File: src/rtl/fetch_imem_if.sv
// Instruction-memory request/response bundle between the fetch stage (master)
// and the instruction memory (slave); one request outstanding at most.
interface fetch_imem_if #(
    parameter int DATA_WIDTH = 32,
    parameter int ADDR_WIDTH = 32
);
    logic                  imem_req;
    logic [ADDR_WIDTH-1:0] imem_addr;
    logic [DATA_WIDTH-1:0] imem_rdata;
    logic                  imem_rvalid;

    modport master (
        output imem_req,
        output imem_addr,
        input  imem_rdata,
        input  imem_rvalid
    );

    modport slave (
        input  imem_req,
        input  imem_addr,
        output imem_rdata,
        output imem_rvalid
    );
endinterface

File: src/rtl/fetch_unit.sv
// RV32I instruction-fetch stage: PC register, one-outstanding imem handshake FSM,
// single-entry hold buffer for responses arriving under stall, and the IF/ID register.
module fetch_unit #(
    parameter int                    DATA_WIDTH = 32,
    parameter int                    ADDR_WIDTH = 32,
    parameter logic [ADDR_WIDTH-1:0] RESET_PC   = '0
) (
    input  logic                  clk,
    input  logic                  rst,
    input  logic                  StallF,
    input  logic                  FlushD,
    input  logic                  PCSrc,
    input  logic [ADDR_WIDTH-1:0] PCTarget,
    fetch_imem_if.master          imem,
    output logic [DATA_WIDTH-1:0] InstrD,
    output logic [ADDR_WIDTH-1:0] PCD,
    output logic [ADDR_WIDTH-1:0] PCPlus4D,
    output logic                  ValidD
);

    localparam logic [1:0] ST_REQ   = 2'd0;
    localparam logic [1:0] ST_WAIT  = 2'd1;
    localparam logic [1:0] ST_DRAIN = 2'd2;
    localparam logic [1:0] ST_HOLD  = 2'd3;

    localparam logic [ADDR_WIDTH-1:0] WORD_MASK = ~(ADDR_WIDTH'(3));
    localparam logic [ADDR_WIDTH-1:0] PC_STEP   = ADDR_WIDTH'(4);

    logic [1:0]            state_q, state_d;
    logic [ADDR_WIDTH-1:0] pcf_q, pcf_d;
    logic [DATA_WIDTH-1:0] hold_q, hold_d;
    logic [DATA_WIDTH-1:0] instr_q, instr_d;
    logic [ADDR_WIDTH-1:0] pcd_q, pcd_d;
    logic [ADDR_WIDTH-1:0] pcp4_q, pcp4_d;
    logic                  valid_q, valid_d;

    logic [ADDR_WIDTH-1:0] pc_plus4;
    logic [ADDR_WIDTH-1:0] target_al;
    logic                  req_raw;
    logic [ADDR_WIDTH-1:0] addr_raw;
    logic                  wait_take;
    logic                  hold_take;

    assign pc_plus4  = pcf_q + PC_STEP;
    assign target_al = PCTarget & WORD_MASK;

    // A fresh response consumed straight from memory, or the buffered one released.
    assign wait_take = (state_q == ST_WAIT) && imem.imem_rvalid && !StallF && !PCSrc;
    assign hold_take = (state_q == ST_HOLD) && !StallF && !PCSrc;

    always_comb begin
        state_d  = state_q;
        pcf_d    = pcf_q;
        hold_d   = hold_q;
        req_raw  = 1'b0;
        addr_raw = pcf_q;
        case (state_q)
            ST_REQ: begin
                req_raw = 1'b1;
                if (PCSrc) begin
                    pcf_d   = target_al;
                    state_d = ST_DRAIN;
                end else begin
                    state_d = ST_WAIT;
                end
            end
            ST_WAIT: begin
                if (PCSrc) begin
                    pcf_d   = target_al;
                    state_d = imem.imem_rvalid ? ST_REQ : ST_DRAIN;
                end else if (imem.imem_rvalid) begin
                    if (StallF) begin
                        hold_d  = imem.imem_rdata;
                        state_d = ST_HOLD;
                    end else begin
                        // Issue the next sequential fetch in the same cycle as the response.
                        req_raw  = 1'b1;
                        addr_raw = pc_plus4;
                        pcf_d    = pc_plus4;
                    end
                end
            end
            ST_DRAIN: begin
                if (PCSrc) begin
                    pcf_d = target_al;
                end
                if (imem.imem_rvalid) begin
                    state_d = ST_REQ;
                end
            end
            ST_HOLD: begin
                if (PCSrc) begin
                    pcf_d   = target_al;
                    state_d = ST_REQ;
                end else if (!StallF) begin
                    pcf_d   = pc_plus4;
                    state_d = ST_REQ;
                end
            end
            default: begin
                state_d = ST_REQ;
            end
        endcase
    end

    assign imem.imem_req  = req_raw && !rst;
    assign imem.imem_addr = addr_raw & WORD_MASK;

    always_comb begin
        instr_d = instr_q;
        pcd_d   = pcd_q;
        pcp4_d  = pcp4_q;
        valid_d = valid_q;
        if (FlushD || PCSrc) begin
            valid_d = 1'b0;
        end else if (!StallF) begin
            if (wait_take || hold_take) begin
                valid_d = 1'b1;
                instr_d = hold_take ? hold_q : imem.imem_rdata;
                pcd_d   = pcf_q;
                pcp4_d  = pc_plus4;
            end else begin
                valid_d = 1'b0;
            end
        end
    end

    always_ff @(posedge clk) begin
        if (rst) begin
            state_q <= ST_REQ;
            pcf_q   <= RESET_PC & WORD_MASK;
            hold_q  <= '0;
            instr_q <= '0;
            pcd_q   <= '0;
            pcp4_q  <= '0;
            valid_q <= 1'b0;
        end else begin
            state_q <= state_d;
            pcf_q   <= pcf_d;
            hold_q  <= hold_d;
            instr_q <= instr_d;
            pcd_q   <= pcd_d;
            pcp4_q  <= pcp4_d;
            valid_q <= valid_d;
        end
    end

    assign InstrD   = instr_q;
    assign PCD      = pcd_q;
    assign PCPlus4D = pcp4_q;
    assign ValidD   = valid_q;

endmodule

File: src/flat_wrapper.sv
// flat-port wrapper written by rule: the top's interface ports become plain ports
module fetch_unit_flat 
#(
    parameter int                    DATA_WIDTH = 32,
    parameter int                    ADDR_WIDTH = 32,
    parameter logic [ADDR_WIDTH-1:0] RESET_PC   = '0
)
  (clk, rst, StallF, FlushD, PCSrc, PCTarget, InstrD, PCD, PCPlus4D, ValidD, imem_imem_req, imem_imem_addr, imem_imem_rdata, imem_imem_rvalid);
  fetch_imem_if #(.DATA_WIDTH(DATA_WIDTH), .ADDR_WIDTH(ADDR_WIDTH)) imem_i ();
  input  logic clk;
  input  logic rst;
  input  logic StallF;
  input  logic FlushD;
  input  logic PCSrc;
  input  logic [ADDR_WIDTH-1:0] PCTarget;
  output logic [DATA_WIDTH-1:0] InstrD;
  output logic [ADDR_WIDTH-1:0] PCD;
  output logic [ADDR_WIDTH-1:0] PCPlus4D;
  output logic ValidD;
  output wire logic [$bits(imem_i.imem_req)-1:0] imem_imem_req;
  output wire logic [$bits(imem_i.imem_addr)-1:0] imem_imem_addr;
  input wire logic [$bits(imem_i.imem_rdata)-1:0] imem_imem_rdata;
  input wire logic [$bits(imem_i.imem_rvalid)-1:0] imem_imem_rvalid;
  assign imem_imem_req = imem_i.imem_req;
  assign imem_imem_addr = imem_i.imem_addr;
  assign imem_i.imem_rdata = imem_imem_rdata;
  assign imem_i.imem_rvalid = imem_imem_rvalid;
  fetch_unit #(.DATA_WIDTH(DATA_WIDTH), .ADDR_WIDTH(ADDR_WIDTH), .RESET_PC(RESET_PC)) u_core (.clk(clk), .rst(rst), .StallF(StallF), .FlushD(FlushD), .PCSrc(PCSrc), .PCTarget(PCTarget), .imem(imem_i), .InstrD(InstrD), .PCD(PCD), .PCPlus4D(PCPlus4D), .ValidD(ValidD));
endmodule
File: config.mk
export PLATFORM = sky130hd
export DESIGN_NAME = fetch_unit_flat
export DESIGN_NICKNAME = d
export VERILOG_FILES = /design/src/rtl/fetch_imem_if.sv /design/src/rtl/fetch_unit.sv /design/src/flat_wrapper.sv
export SDC_FILE = /design/constraint.sdc
export NUM_CORES = 1
export LEC_CHECK = 0
export BUFFER_PORTS_ARGS = -buffer_cell sky130_fd_sc_hd__buf_2
export CORE_ASPECT_RATIO = 0.9
export CORE_MARGIN = 2
export CORE_UTILIZATION = 55
export DETAILED_ROUTE_END_ITERATION = 8
export GPL_TIMING_DRIVEN = 0
export PLACE_DENSITY = 0.85
export SLEW_MARGIN = 10
export SYNTH_ARGS = -nofsm -noshare
export SYNTH_HDL_FRONTEND = slang
export SYNTH_SLANG_ARGS = --single-unit
export TNS_END_PERCENT = 1
File: constraint.sdc
create_clock -name clk -period 3.2 [get_ports clk]
set_input_delay 0.16 -clock clk [delete_from_list [all_inputs] [get_ports clk]]
set_output_delay 0.16 -clock clk [all_outputs]
set_load 0.01 [all_outputs]
==> flow_summary.json, run 1 <==
{
  "status": "complete, but fails checks",
  "violations": "negative setup slack",
  "min_period_over_period": 1.00,
  "worst_slew_pin_slew_ns": 1.12,
  "cellLeakagePower_nw": 4.16,
  "grt_pass1_wl_um": 53700,
  "cp-end-kind": "primary output",
  "whs_ns": 0.00121,
  "area_growth_pct": 26.2,
  "drive_above_1_share": 0.208,
  "slew_headroom": 0.244,
  "crit_chain": "buf_2 > nor3b_1 > clkbuf_1 > nand2_2 > nor2_1 > xor2_1 > buf_2",
  "cpMostUsedCell": "buf_2",
  "rsz0062_at_grt": "true",
  "start_util": 0.558,
  "vdd_ir_drop_max_mv": 0.421,
  "wl_per_cell_um": 23.4,
  "syn_avg_cell_area_um2": 7.73,
  "grt_overflow": 0,
  "track_usage": 0.433,
  "hp-class": "input port to flip-flop",
  "clk_pin_slew_ns": 0.07,
  "hpwl_um": 25200,
  "synth_edf_count": 0,
  "dieArea_um2": 16600,
  "synth_cell_types": 63,
  "path_max_fanout": 10,
  "finalNonFillerCells": 1575,
  "cts_root_buffer": "clkbuf_16",
  "crit_path_max_incr_delay_ns": 0.56,
  "core_um2": 15300,
  "fmax_ghz": 0.312,
  "ios": 200,
  "syn-cell-area_um2": 8560,
  "arrival_ns": 3.04,
  "path_class": "flip-flop to primary output",
  "final_cell_mix": "buf_2 (216), nand2_1 (198), dfxtp_1 (157)",
  "final_common_cell": "buf_2",
  "antenna_left": 0,
  "die_x_um": 136,
  "grt_pass1_vias": 9185,
  "synthTopCellsByArea": "dfxtp_1 (37%), nand2_1 (8.7%), a211oi_1 (6.6%)",
  "htreeDepth": 4,
  "setup_slack_ns": -0.000734,
  "port_buffers": 190,
  "syn_inst": 1108,
  "yosys_register_bits": 157,
  "num_vias": 10200,
  "drv_slew": 0,
  "clockBufferDepth": 2,
  "numCtsBuffers": 17,
  "dpl.cell_count": 1505,
  "period_minus_slack_ns": 3.20,
  "p_per_area_nw_per_um2": 448,
  "regArea_um2": 3140,
  "worst_clock_skew_ns": 0.0123,
  "post_cts_buffers": 0,
  "cts_tree": "built",
  "crit_slowest_cell": "clkbuf_1",
  "ys_warn_count": 0,
  "netlist.area_leader.share": 0.367,
  "r2r_setup_slack_ns": 0.31,
  "finalNetCount": 1431,
  "fill_cells": 1203,
  "synth_ff_type": "dfxtp_1",
  "wirelength_um": 36800,
  "drv_cap": 0,
  "synth_top_area_cell": "dfxtp_1",
  "antenna_found_initial": 0,
  "start_kind": "flip-flop",
  "hold_violations": 0,
  "setup-violations-final": 1,
  "synthArstFlopShare": 0,
  "worstSkewPairLatency_ns": 0.45,
  "multi_input_area_um2": 4910,
  "gp_congestion": 1.06,
  "numClockSinks": 157,
  "drt_pass1_iterations": 6,
  "worst_ep_required_time_ns": 3.04,
  "vias_per_cell": 6.46,
  "drc_errors": 0,
  "drt_iter0_markers": 1313,
  "die_h_um": 122,
  "grt_max_degree": 17,
  "dp_slack_ns": 0.317,
  "diodes": 0,
  "row_count": 43,
  "synth-seq-area-share": 0.367
}
==> state kept, by name (all words and copies together) (netlist names) <==
name	cells
u_core.state_q	2
u_core.InstrD	32
u_core.pcf_q	30
u_core.PCD	30
u_core.PCPlus4D	30
u_core.hold_q	32
u_core.ValidD	1
==> synth_stat cells (all sizes together), types with 3 or more instances <==
library cell    n
nand2         199
dfxtp         157
nor2          114
a21oi          95
a211oi         75
clkbuf         69
buf            44
xnor2          44
mux2i          37
nand4          25
nor4           24
nand3          23
nor3           22
xor2           22
o21ai          17
a31oi          15
inv            12
and3           11
a221oi         10
and2            8
nand2b          7
and4            6
o31ai           6
o211ai          5
nor2b           4
a2111oi         3
a21o            3
a311oi          3
a41oi           3
nand3b          3
nand4b          3
o22ai           3
or3             3
or4             3
==> worst max-delay path: cells and delay by family, from the launching register on <==
kind	cells	cell delay (ns)
buffers and inverters	3	0.98
and+or+nand+nor	3	0.94
xor gates and xnor gates	1	0.36
DFF	1	0.33
==> layout make-up <==
cell class                 instances  area share
multi-input combinational        831       0.454
tap                              202      0.0234
clock inverter                    14      0.0162
sequential                       157       0.291
timing repair buffer             228       0.123
clock buffer                      18      0.0406
buffer                           113      0.0472
inverter                          12     0.00417
==> cell families (layout without fill, tap and decap cells) <==
| family | count (synthesis) | count (layout) | share of synthesized area |
|---|---|---|---|
| xor gates and xnor gates | 66 | 66 | 0.0675 |
| adders and majority gates | 1 | 1 | 0.00146 |
| other | 1 | 6 | 0.000438 |
| DFF | 157 | 157 | 0.367 |
| AOI/OAI and AO/OA | 259 | 259 | 0.198 |
| muxes | 37 | 37 | 0.0433 |
| and+or+nand+nor | 462 | 462 | 0.258 |
| buffers and inverters | 125 | 385 | 0.0647 |
==> report_power, final <==
group	switching [mW]	internal [mW]
Combinational	0.416	0.226
Sequential	0.0280	1.99
Clock	0.968	1.21
Total	1.41	3.43
==> repair_timing <==
| action | CTS | global route |
|---|---|---|
| gates cloned | 0 | 0 |
| hold endpoints to repair | 38 | 0 |
| pin swaps | 0 | 1 |
| endpoints found under the setup margin | 4 | 15 |
| resized for setup | 2 | 7 |
| hold buffers | 38 | 0 |
==> stage by stage <==
stage	total power, mW	TNS, ns	cell area (µm²)	util
3_3_place_gp	2.63	0	9780	0.638
6_report	4.84	-0.000734	10800	0.705
4_1_cts	4.80	0	10800	0.703
3_5_place_dp	2.63	0	9780	0.638
5_1_grt	4.94	-0.0341	10800	0.705
2_1_floorplan	2.40	0	8580	-
==> final timing paths <==
kind	from	to	depth (start not counted)
worst max-delay path	u_core.state_q[0]$_SDFFE_PP0P_	imem_imem_addr[30]	7
worst max register to register	u_core.state_q[1]$_SDFFE_PP0P_	u_core.InstrD[7]$_SDFFE_PP0P_	7
worst min register to register	u_core.PCD[6]$_SDFFE_PP0P_	u_core.PCD[6]$_SDFFE_PP0P_	2
worst min-delay path	imem_imem_rdata[30]	u_core.hold_q[30]$_SDFFE_PP0P_	3
==> per-layer routing <==
layer / GRT usage / part of all wire / vias up
met4: 0.203 / 0.046 / 0
met2: 0.642 / 0.42 / 928
met1: 0.565 / 0.38 / 4674
li1: - / - / 4403
met5: 0 / 0 / -
met3: 0.151 / 0.15 / 165
No activity file was read; power rests on OpenSTA's default activity.
==> run 2: changes to the inputs <==
--- a/config.mk
+++ b/config.mk
@@ -7,12 +7,12 @@
 export LEC_CHECK = 0
 export BUFFER_PORTS_ARGS = -buffer_cell sky130_fd_sc_hd__buf_2
 export CORE_ASPECT_RATIO = 0.9
-export CORE_MARGIN = 2
-export CORE_UTILIZATION = 55
+export CORE_MARGIN = 5
+export CORE_UTILIZATION = 30
 export DETAILED_ROUTE_END_ITERATION = 8
 export GPL_TIMING_DRIVEN = 0
-export PLACE_DENSITY = 0.85
-export SLEW_MARGIN = 10
+export PLACE_DENSITY = 0.54
+export SLEW_MARGIN = 20
 export SYNTH_ARGS = -nofsm -noshare
 export SYNTH_HDL_FRONTEND = slang
 export SYNTH_SLANG_ARGS = --single-unit
==> run 2 against run 1 <==
Compared with the run above: critical path depth is 1 higher; hold slack improved by 0.024 ns; combinational power shrank 0.8%; cell count is 10% higher; flip-flop and latch count unchanged; setup slack gained 0.055 ns; global-route usage fell by 21 points; the run now ends clean; count of clock-buffer cells in the layout shrank 1; core utilization shrank 31 points; clock power up 2%; maximum frequency up 1.7%; non-clock buffer count up 1.
==> flow_summary.json, run 2 (same netlist as run 1, synthesis figures left out) <==
{
  "status": "finished, final reports clean",
  "pwr-share-comb": 0.130,
  "met1_usage": 0.310,
  "numClockSinks": 157,
  "port_buffers": 190,
  "cts_root_buffer": "clkbuf_16",
  "hp-class": "input port to flip-flop",
  "path_buf_inv": 2,
  "die_x_um": 188,
  "path_max_fanout": 10,
  "p_clk_frac": 0.456,
  "grt_util_met2": 0.343,
  "path_class": "flip-flop to primary output",
  "antenna_found_initial": 1,
  "start_kind": "flip-flop",
  "area_growth_pct": 28.9,
  "cpLargestDelayFamily": "simple AND/OR/NAND/NOR gates",
  "clockBufferDepth": 2,
  "rsz0062_at_grt": "false",
  "min_path_cells": 3,
  "p_per_area_nw_per_um2": 443,
  "vias_per_cell": 5.43,
  "track_usage": 0.228,
  "cellLeakagePower_nw": 4.18,
  "core_um2": 28000,
  "finalNetCount": 1432,
  "vdd_ir_drop_max_mv": 0.365,
  "switching_share": 0.287,
  "ios": 200,
  "drive_above_1_share": 0.211,
  "drv_cap": 0,
  "setup-violations-final": 0,
  "dieArea_um2": 32000,
  "dpl.cell_count": 1663,
  "p_int_mw": 3.48,
  "hold_violations": 0,
  "use_met3": 0.0679,
  "power_mw": 4.89,
  "period_minus_slack_ns": 3.15,
  "reg2reg_depth": 7,
  "finalNonFillerCells": 1735,
  "grt_pass1_vias": 9078,
  "drv_slew": 0,
  "cp-end-kind": "primary output",
  "num_vias": 9420,
  "fmax_ghz": 0.318,
  "clk_pin_slew_ns": 0.07,
  "fill_cells": 2999,
  "crit_slowest_cell": "nor2_1",
  "arrival_ns": 2.99,
  "drc_errors": 0,
  "final_common_cell": "buf_2",
  "htreeDepth": 4,
  "worst_clock_skew_ns": 0.00881,
  "hpwl_um": 28000,
  "crit_path_max_incr_delay_ns": 0.58,
  "grt_max_degree": 17,
  "whs_ns": 0.0249,
  "worst_ep_required_time_ns": 3.04,
  "seq_power_share": 0.414,
  "die_h_um": 170,
  "wirelength_um": 38200,
  "cpMostUsedCell": "buf_2",
  "drt_iter0_markers": 937,
  "grt-busiest-layer": "met2",
  "min_period_over_period": 0.983,
  "worstSkewPairLatency_ns": 0.44,
  "gp_congestion": 0.984,
  "grt_pass1_wl_um": 55700,
  "cts_tree": "built",
  "final_cell_mix": "buf_2 (216), nand2_1 (198), dfxtp_1 (157)",
  "wl_per_cell_um": 22.0,
  "numCtsBuffers": 17,
  "slew_headroom": 0.330,
  "worst_slew_pin_slew_ns": 0.996,
  "p_switching_mw": 1.41,
  "worst-path-stages": 8,
  "row_count": 58,
  "start_util": 0.306,
  "crit_chain": "ha_1 > buf_2 > nand3b_1 > nor2_1 > and4_1 > nand2_1 > xnor2_1 > buf_2",
  "drt_pass1_iterations": 7,
  "grt_overflow": 0,
  "utilization": 0.394,
  "antenna_left": 0
}
-- run 2: cell count changes in the layout (fill, tap and decap cells not counted), sizes merged --
| cell | change |
|---|---|
| inv | -2 |
| bufinv | +1 |
| clkinvlp | -1 |
| dlygate4sd3 | -1 |
| diode | +1 |
| clkinv | +3 |
| buf | +1 |
-- run 2: tightest hold or removal path: cells and delay by family --
kind            cells  cell delay, ns
compound gates      1            0.06
buf+inv             1            0.11
simple gates        1            0.08
-- run 2: power by group through the flow --
stage               Sequential (mW)  Clock [mW]  Combinational (mW)
floorplan                      2.06           0               0.334
finish                         2.02        2.23               0.637
CTS                            2.02        2.26               0.623
global placement               2.07           0               0.581
detailed placement             2.07           0               0.585
global route                   2.03        2.34               0.677
-- run 2: area by class of cell --
type                    count  area, µm²  area share
multi-input cells         831       4920       0.445
plain buffers             113        512      0.0464
clock inverters            15        206      0.0187
inverters                  12       45.0     0.00408
repair buffers            229       1340       0.121
clock buffers              17        425      0.0385
flip-flops and latches    157       3140       0.285
diodes                      1       2.50    0.000227
well taps                 360        450      0.0408
-- run 2: final timing paths --
| check | from | end | slack [ns] |
|---|---|---|---|
| max reg2reg | u_core.state_q[1]$_SDFFE_PP0P_ | u_core.PCPlus4D[18]$_SDFFE_PP0P_ | 0.34 |
| min reg2reg | u_core.PCD[21]$_SDFFE_PP0P_ | u_core.PCD[21]$_SDFFE_PP0P_ | 0.45 |
| min | PCTarget[4] | u_core.pcf_q[4]$_SDFFE_PP0P_ | 0.02 |
| max | u_core.pcf_q[3]$_SDFFE_PP0P_ | imem_imem_addr[22] | 0.05 |
-- run 2: stage by stage --
stage / worst slack [ns] / area (µm²) / setup TNS, ns
4_1_cts: -0.0242 / 11000 / -0.0242
5_1_grt: 0.00505 / 11000 / 0
3_5_place_dp: 0.0403 / 9980 / 0
3_3_place_gp: -0.0662 / 9980 / -0.0662
6_report: 0.0538 / 11000 / 0
2_1_floorplan: 1.10 / 8580 / 0
-- run 2: per-layer routing --
layer / up-vias / routed length, µm
li1: 4415 / -
met1: 4399 / 16700
met2: 509 / 16100
met3: 97 / 3900
met4: 0 / 1450
met5: - / 0
-- run 2: what timing repair did --
| action | 4_1_cts | 5_1_grt |
|---|---|---|
| hold buffers | 37 | 0 |
| buffers inserted | 0 | 2 |
| pin swaps | 0 | 3 |
| setup endpoints to repair | 15 | 9 |
| resized for setup | 4 | 7 |
| hold endpoints to repair | 37 | 0 |
==> run 3: changes to the inputs <==
--- a/config.mk
+++ b/config.mk
@@ -5,6 +5,7 @@
 export SDC_FILE = /design/constraint.sdc
 export NUM_CORES = 1
 export LEC_CHECK = 0
+export ABC_AREA = 1
 export BUFFER_PORTS_ARGS = -buffer_cell sky130_fd_sc_hd__buf_2
 export CORE_ASPECT_RATIO = 0.9
 export CORE_MARGIN = 5
==> constraint.sdc (replaced) <==
create_clock -name clk -period 3.75 [get_ports clk]
set_input_delay 0.1875 -clock clk [delete_from_list [all_inputs] [get_ports clk]]
set_output_delay 0.1875 -clock clk [all_outputs]
set_load 0.01 [all_outputs]
==> run 3 against run 2 <==
Compared with the run above: routed wire length fell by 13%; clock skew up 0.0042 ns; largest cell class unchanged; register-to-register slack improved by 1.2 ns; highest routed layer unchanged.
==> flow_summary.json, run 3 <==
{
  "num_vias": 9192,
  "hpwl_um": 24600,
  "period_minus_slack_ns": 3.02,
  "final_cell_mix": "nand2_1 (249), buf_2 (219), o21ai_0 (187)",
  "drt_pass1_iterations": 5,
  "ios": 200,
  "whs_ns": 0.00851,
  "drive_above_1_share": 0.199,
  "diodes": 0,
  "status": "finished, final reports clean",
  "hp-class": "input port to flip-flop",
  "setup_slack_ns": 0.734,
  "min_period_over_period": 0.804,
  "rsz0062_at_grt": "false",
  "synth_top_area_cell": "dfxtp_1",
  "grt_max_degree": 17,
  "synthArstFlopShare": 0,
  "hold_violations": 0,
  "worstSkewPairLatency_ns": 0.44,
  "dpl.cell_count": 1760,
  "synthTopCellsByArea": "dfxtp_1 (39%), o21ai_0 (12%), nand2_1 (12%)",
  "numCtsBuffers": 17,
  "area_growth_pct": 27.6,
  "crit_path_max_incr_delay_ns": 0.50,
  "cpLargestDelayFamily": "simple AND/OR/NAND/NOR gates",
  "synth_cell_types": 34,
  "die_x_um": 183,
  "start_kind": "flip-flop",
  "synth_common_cells": "nand2_1 (249), o21ai_0 (187), dfxtp_1 (157)",
  "clockBufferDepth": 2,
  "netlist.area_leader.share": 0.389,
  "yosys_register_bits": 157,
  "power_mw": 4.48,
  "finalNonFillerCells": 1814,
  "placed_area_um2": 9500,
  "ys_warn_count": 0,
  "path_max_fanout": 7,
  "crit_chain": "ha_1 > nand2_1 > nor2_1 > nand2_2 > nor2_1 > nand3_1 > nand3_1 > nand3_1 > nand2_1 > nand2_1 > o21ai_0 > buf_2",
  "syn-cell-area_um2": 8090,
  "worst_slew_pin_slew_ns": 0.749,
  "utilization": 0.385,
  "cp-end-kind": "primary output",
  "synth_edf_count": 0,
  "grt_overflow": 0,
  "dieArea_um2": 30400,
  "slew_headroom": 0.500,
  "finalNetCount": 1518,
  "setup_tns_ns": 0,
  "crit_slowest_cell": "dfxtp_1",
  "htreeDepth": 4,
  "syn_avg_cell_area_um2": 6.68,
  "worst_ep_required_time_ns": 3.56,
  "antenna_left": 0,
  "synth_ff_type": "dfxtp_1",
  "synth.most_common_cell": "nand2_1",
  "row_count": 57,
  "final_area_um2": 10300,
  "synth-seq-area-share": 0.389,
  "gp_congestion": 0.951,
  "start_util": 0.302,
  "vdd_ir_drop_max_mv": 0.304,
  "cellLeakagePower_nw": 4.82,
  "worst_clock_skew_ns": 0.0130,
  "wirelength_um": 33000,
  "antenna_found_initial": 0,
  "p_per_area_nw_per_um2": 434,
  "syn_inst": 1211,
  "path_buf_inv": 1,
  "track_usage": 0.211,
  "core_um2": 26800,
  "drt_iter0_markers": 761,
  "wl_per_cell_um": 18.2,
  "drv_slew": 0,
  "setup-violations-final": 0,
  "path_class": "flip-flop to primary output",
  "drv_cap": 0,
  "cts_root_buffer": "clkbuf_16",
  "clk_pin_slew_ns": 0.07,
  "grt_pass1_vias": 8800,
  "grt_pass1_wl_um": 50800,
  "fmax_ghz": 0.332,
  "die_h_um": 166,
  "port_buffers": 190,
  "drc_errors": 0,
  "arrival_ns": 2.83,
  "vias_per_cell": 5.07,
  "cts_tree": "built",
  "numClockSinks": 157,
  "final_common_cell": "nand2_1",
  "dp_slack_ns": 1.24
}
## run 3: cell types whose count changed after synthesis, moves of 26 or more
cell / change
a211oi_1: -74
a31oi_1: +26
clkbuf_1: -26
inv_1: +76
mux2i_1: -37
nand2_1: +50
nand3_1: +94
o21ai_0: +170
xnor2_1: -43
## run 3: cell type report
cell class | count | area [µm²]
Tap cell | 354 | 443
Multi-Input combinational cell | 874 | 4160
Timing Repair Buffer | 212 | 1170
Sequential cell | 157 | 3140
Inverter | 95 | 357
Fill cell | 2970 | 16500
Clock buffer | 18 | 429
Clock inverter | 14 | 174
Buffer | 90 | 445
## run 3: worst paths after layout
| path | startpoint | end | slack [ns] | cells past startpoint |
|---|---|---|---|---|
| worst max-delay path | u_core.pcf_q[2]$_SDFFE_PP0P_ | imem_imem_addr[30] | 0.73 | 12 |
| worst min-delay path | imem_imem_rdata[16] | u_core.hold_q[16]$_SDFFE_PP0P_ | 0.009 | 3 |
| worst max register to register | u_core.pcf_q[2]$_SDFFE_PP0P_ | u_core.pcf_q[30]$_SDFFE_PP0P_ | 1.49 | 11 |
| worst min register to register | u_core.PCD[2]$_SDFFE_PP0P_ | u_core.PCD[2]$_SDFFE_PP0P_ | 0.47 | 2 |
## run 3: report_power, final
part | switching, mW | internal, mW | leakage [nW]
combinational | 0.560 | 0.269 | 3.25
clock | 0.818 | 1.01 | 0.294
sequential | 0.0813 | 1.74 | 1.27
## run 3: tightest hold or removal path, stage by stage
cell,delay (ns)
buf_2,0.09
nor2_1,0.04
nor2_1,0.09
## run 3: repair_timing
item | in CTS | in global routing
hold buffers | 22 | 0
resized for setup | 0 | 0
endpoints found under the hold margin | 22 | 0
setup buffers | 0 | 0
endpoints found under the setup margin | 0 | 0
## run 3: logic make-up after synthesis
| group | share of synthesized area |
|---|---|
| compound gates | 0.238 |
| xor+xnor | 0.00975 |
| fa+ha+maj | 0.00155 |
| buf+inv | 0.0991 |
| flops | 0.389 |
| other cells | 0.000464 |
| simple gates | 0.262 |
## run 3: routing by layer
layer	vias to the layer above	share of wire	global-route usage
met3	36	0.080	0.0491
met5	-	0	0
met4	0	0.016	0.0492
li1	4527	-	-
met2	369	0.46	0.345
met1	4260	0.45	0.285
